**config.mk**
```make
export PLATFORM = sky130hd
export DESIGN_NAME = mul_sequencer
export DESIGN_NICKNAME = d
export VERILOG_FILES = /design/src/rtl/mul_sequencer.sv
export SDC_FILE = /design/constraint.sdc
export NUM_CORES = 1
export LEC_CHECK = 0
export ABC_AREA = 1
export CORE_MARGIN = 4
export CORE_UTILIZATION = 55
export DETAILED_ROUTE_END_ITERATION = 12
export GPL_ROUTABILITY_DRIVEN = 0
export PLACE_DENSITY = 0.79
export RECOVER_POWER = 25
export SYNTH_ARGS = -nofsm -noshare
export SYNTH_HDL_FRONTEND = slang
export SYNTH_SLANG_ARGS = --single-unit
export TNS_END_PERCENT = 20
```
**constraint.sdc**
```tcl
create_clock -name clk -period 10.3 [get_ports clk]
set_input_delay 2.06 -clock clk [delete_from_list [all_inputs] [get_ports clk]]
set_output_delay 2.06 -clock clk [all_outputs]
set_load 0.02 [all_outputs]
```
**src/rtl/mul_sequencer.sv**
```systemverilog
// mul_sequencer: multi-cycle radix-2 shift-add multiplier controller for the EX stage
module mul_sequencer #(
    parameter int WIDTH      = 32,
    parameter bit EARLY_EXIT = 1'b0
) (
    input  logic             clk,
    input  logic             rst,
    input  logic             ex_valid,
    input  logic [2:0]       alu_control,
    input  logic             flush,
    input  logic [WIDTH-1:0] op_a,
    input  logic [WIDTH-1:0] op_b,
    output logic             stall,
    output logic             done,
    output logic [WIDTH-1:0] result
);
    localparam int CW = WIDTH > 1 ? $clog2(WIDTH) : 1;

    typedef enum logic [1:0] {IDLE, BUSY, DONE} state_t;

    state_t           state;
    logic [WIDTH-1:0] mcand;
    logic [WIDTH-1:0] mplier;
    logic [WIDTH-1:0] acc;
    logic [CW-1:0]    count;
    logic             start;
    logic             last;
    logic [WIDTH-1:0] acc_next;
    logic [WIDTH-1:0] mplier_next;

    // start is built from EX inputs only, so it cannot loop back through stall
    assign start       = ex_valid && alu_control == 3'b101 && !flush;
    assign acc_next    = mplier[0] ? acc + mcand : acc;
    assign mplier_next = mplier >> 1;
    assign last        = count == CW'(WIDTH - 1) || (EARLY_EXIT && mplier_next == '0);
    assign stall       = (state == IDLE && start) || state == BUSY;
    assign done        = state == DONE;

    // Sequencer: capture operands, iterate one multiplier bit per cycle, publish product
    always_ff @(posedge clk or posedge rst) begin
        if (rst) begin
            state  <= IDLE;
            mcand  <= '0;
            mplier <= '0;
            acc    <= '0;
            count  <= '0;
            result <= '0;
        end else if (flush) begin
            state <= IDLE;
        end else begin
            case (state)
                IDLE: if (start) begin
                    mcand  <= op_a;
                    mplier <= op_b;
                    acc    <= '0;
                    count  <= '0;
                    state  <= BUSY;
                end
                BUSY: begin
                    acc    <= acc_next;
                    mcand  <= mcand << 1;
                    mplier <= mplier_next;
                    count  <= count + CW'(1);
                    if (last) begin
                        state  <= DONE;
                        result <= acc_next;
                    end
                end
                default: state <= IDLE;
            endcase
        end
    end
endmodule
```
After elaboration in Yosys (flattened, before gate mapping)
Cells that the tools add are included.
{"block": "word_totals", "ff_bits": 135, "wordCells": 39}
{"block": "op_classes", "n_reduce_logical": 10, "bitwise": 1, "add_sub_neg": 2, "muxes": 13, "n_eq_ne": 7}
{"cell": "32-bit case mux with 2 select lines", "count": 3}
{"cell": "32-bit 2-to-1 mux", "count": 4}
{"cell": "32-bit adder", "count": 1}
{"cell": "5-bit case mux with 2 select lines", "count": 1}
{"cell": "2-bit 2-to-1 mux", "count": 3}
{"cell": "3-bit != test (second input constant)", "count": 2}
{"cell": "3-bit AND reduction", "count": 2}
{"cell": "5-bit by 1-bit adder with 5-bit output (second input constant)", "count": 1}
{"cell": "5-bit equality test (second input constant)", "count": 1}
{"cell": "5-bit 2-to-1 mux", "count": 1}
{"cell": "2-bit case mux with 2 select lines", "count": 1}
{"cell": "3-bit equality test (second input constant)", "count": 1}
{"cell": "1-bit logical AND", "count": 3}
{"cell": "2-bit by 1-bit equality test with 1-bit output (second input constant)", "count": 1}
{"cell": "2-bit equality test (second input constant)", "count": 1}
{"cell": "2-bit logical NOT", "count": 1}
{"cell": "2-bit != test (second input constant)", "count": 1}
{"cell": "2-bit AND reduction", "count": 1}
{"cell": "2-bit nonzero test", "count": 1}
{"cell": "1-bit logical NOT", "count": 1}
{"cell": "1-bit logical OR", "count": 1}
{"cell": "1-bit inverter", "count": 1}

Logic depth before layout (Yosys ltp)
{"block": "logic_depth", "word_depth": 6, "mapped_depth": 14}

Least setup slack after synthesis
No wires, ideal clock.
{"block": "synth_path", "path_kind": "input to output", "startpoint": "input port ex_valid", "endpoint": "output port stall", "arrival_time_ns": 2.751, "slack_ns": 5.489, "stages": 6, "required_time_ns": 8.240, "path_buffers": 0, "path_cell_list": "nand2_1 > nor3b_1 > inv_1 > nor2_1 > inv_1 > nand2_1"}
{"block": "synth_via", "elab_chain_cells": 4}
{"element": "start, declared", "line": "8", "text": "input logic ex_valid,"}
{"element": "1-bit logical AND (2 in a row)", "line": "32", "text": "assign start = ex_valid && alu_control == 3'b101 && !flush;"}
{"element": "1-bit logical AND", "line": "36", "text": "assign stall = (state == IDLE && start) || state == BUSY;"}
{"element": "1-bit logical OR", "line": "36"}
{"element": "end, declared", "line": "13", "text": "output logic stall,"}
Every way passes these cells.

Final worst setup path
Same ends and word-level chain as after synthesis.

==> flow_metrics.env <==
export IMPL_port_buffers=104
export IMPL_synthMuxAreaShare=0
export IMPL_crit_chain="clkdlybuf4s50_1 > nand2_1 > nor3b_1 > inv_1 > nor2_1 > inv_1 > nand2_1 > clkdlybuf4s50_1"
export IMPL_cp_required_ns=8.24
export IMPL_endpoint_kind="output pin"
export IMPL_yosysSeqAreaShare=0.399
export IMPL_dp_hpwl_mm=15.0
export IMPL_multiInputGateArea_um2=4080
export IMPL_tightest_slew_ns=2.62
export IMPL_grt_pass1_wl_mm=36.0
export IMPL_dieArea_um2=17400
export IMPL_fin_area_um2=10100
export IMPL_avgSynthCellArea_um2=7.04
export IMPL_nets=1389
export IMPL_critical_path_depth=8
export IMPL_hp_class="flip-flop to flip-flop"
export IMPL_synth_top_family_by_area="simple AND/OR/NAND/NOR gates"
export IMPL_yosys_top_cells_area="dfrtp_1 (40%), nand2_1 (18%), inv_1 (8.8%)"
export IMPL_mappedNetlistNets=1307
export IMPL_yosys_area_top_type="dfrtp_1"
export IMPL_fillerInstances=1277
export IMPL_max_slew_margin=-0.759
export IMPL_power_total_w=0.00222
export IMPL_holdWs_ns=0.474
export IMPL_grt_pass1_vias=7476
export IMPL_rsz0062_at_grt="false"
export IMPL_path_buf_inv=4
export IMPL_powerDensity_nw_per_um2=219
export IMPL_cts_tree="built"
export IMPL_ys_warn_count=0
export IMPL_hold_viol_final=0
export IMPL_htreeDepth=4
export IMPL_layout_setup_ws_ns=4.42
export IMPL_netlist_area_um2=8460
export IMPL_final_max_slew_viol_count=61
export IMPL_routed_wirelength_mm=21.7
export IMPL_yosys_area_share_simple=0.279
export IMPL_io_pins=105
export IMPL_synth_compound_area_frac=0.136
export IMPL_postCtsResizedCells=0
export IMPL_status="finished with violations"
export IMPL_critPathMaxFanout=3
export IMPL_dr_pass1_iters=5
export IMPL_synth_xor_area_share=0.0155
export IMPL_cts_sinks=135
export IMPL_pre_cts_ws_ns=4.39
export IMPL_postCtsSetupBuffers=0
export IMPL_place_area_um2=9540
export IMPL_path_delay_family="buffers and inverters"
export IMPL_antenna_found_initial=0
export IMPL_r2r_cells=7
export IMPL_diodes=0
export IMPL_route_detailed_drc=0
export IMPL_num_rows=45
export IMPL_synthCells=1202
export IMPL_ys_ff_latch=135
export IMPL_syn_to_final_growth_pct=19.7
export IMPL_violations="capacitance limit, slew limit"
export IMPL_synth_adder_area_share=0.0512
export IMPL_global_route_usage_total=0.253
export IMPL_fmax_mhz=170
export IMPL_synth_edf_count=0
export IMPL_worst_clock_skew_ns=0.00774
export IMPL_fp_dieH_um=132
export IMPL_min_path_cells=2
export IMPL_worst_skew_pair_late_latency_ns=0.43
export IMPL_clk_pin_slew_worst_paths_ns=0.06
export IMPL_numCtsBuffers=17
export IMPL_globalRouteOverflowTotal=0
export IMPL_drtIter0Drc=696
export IMPL_ff_latch_area_um2=3380
export IMPL_avgViaCountPerCell=5.36
export IMPL_cts_hold_buf=0
export IMPL_vias=7959
export IMPL_final_layout_size_suffix_gt1_frac=0.0432
export IMPL_crit_slowest_cell="clkdlybuf4s50_1"
export IMPL_post_route_min_period_ns=5.88
export IMPL_finalSetupViolCount=0
export IMPL_worstSetupStartpointType="input pin"
export IMPL_synth_common_cells="nand2_1 (404), inv_1 (198), dfrtp_1 (135)"
export IMPL_ir_worst_vdd_v=0.000129
export IMPL_leakagePower_nw=5.27
export IMPL_critPathArrivalTime_ns=3.82
export IMPL_clock_path_buffers=2
export IMPL_post_route_period_util=0.571
export IMPL_maxCapViolCount=1
export IMPL_detail_route_antenna_nets=0
export IMPL_synth_most_common_cell="nand2_1"
export IMPL_synthFlopType="dfrtp_1"
export IMPL_root_buffer="clkbuf_16"
export IMPL_initial_utilization=0.559
export IMPL_crit_type="input pin to output pin"
export IMPL_cpPeakStageDelay_ns=0.60
export IMPL_synth_top_area_frac=0.399
export IMPL_die_w_um=132
export IMPL_core_area_um2=15100
export IMPL_synth_cell_types=36
export IMPL_timing_setup_tns_ns=0
export IMPL_synthArstFlopShare=1.00
export IMPL_grt_max_degree=141
export IMPL_wl_per_cell_um=14.6
## where the power goes
group / internal, W / leakage, nW / switching (W)
clock: 0.000387 / 0.283 / 0.000242
sequential: 0.000651 / 1.75 / 0.0000837
combinational: 0.000311 / 3.23 / 0.000543
## placed cells by master, fill, tap and decap left out, drive strengths merged, types with 4 or more instances in the layout
cell and count:
nand2 404, inv 203, dfrtp 135, nand3 94, o21ai 89, clkdlybuf4s50 86, o211ai 64, nor2 54
ha 33, a21oi 23, clkbuf 20, dlygate4sd3 18, or2 16, o22ai 9, xnor2 8, xor2 7
clkinv 5, buf 4, clkinvlp 4
## cell families (layout without fill, tap and decap cells)
logic type / count (synthesis) / count (layout)
adders and majority gates: 34 / 34
buffers and inverters: 249 / 343
DFF: 135 / 135
AOI/OAI and AO/OA: 192 / 192
xor gates and xnor gates: 15 / 15
and+or+nand+nor: 577 / 577
## cell type report
cell class,instances,share of cell area
timing repair buffer,108,0.106
inverter,204,0.0759
sequential,135,0.333
clock buffer,20,0.0441
clock inverter,11,0.0147
multi-input combinational,818,0.403
tap,188,0.0232
## final timing paths
path                            startpoint          to  slack (ns)
worst min-delay path            result[24]  result[24]        0.47
min in group asynchronous              rst   mplier[5]        2.80
worst max register to register    state[1]  mplier[15]        7.08
worst min register to register  result[24]  result[24]        0.47
worst max-delay path              ex_valid       stall        4.42
max in group asynchronous              rst      acc[7]        5.62
## worst min-delay path, stage by stage (launching register included)
cell and delay [ns]:
dfrtp_1 0.34, nand2_1 0.05, nand2_1 0.05
## sequential cells by signal, indices dropped and copies added, names as in the netlist
name	count
acc	32
count	5
mcand	32
mplier	32
result	32
state	2
## metal layers
layer  routed length, µm  global-route usage  part of all wire
met4                 541              0.0858             0.025
met2                9670               0.391              0.45
met3                1730              0.0630             0.080
met5                   0                   0                 0
met1                9740               0.348              0.45
## through the flow
stage                     utilization  std cells
after floorplan                     -       1202
after global placement          0.630       1453
after detailed placement        0.630       1453
after CTS                       0.669       1484
after global routing            0.669       1484
final                           0.669       1484
(Power assumes the default switching activity.)
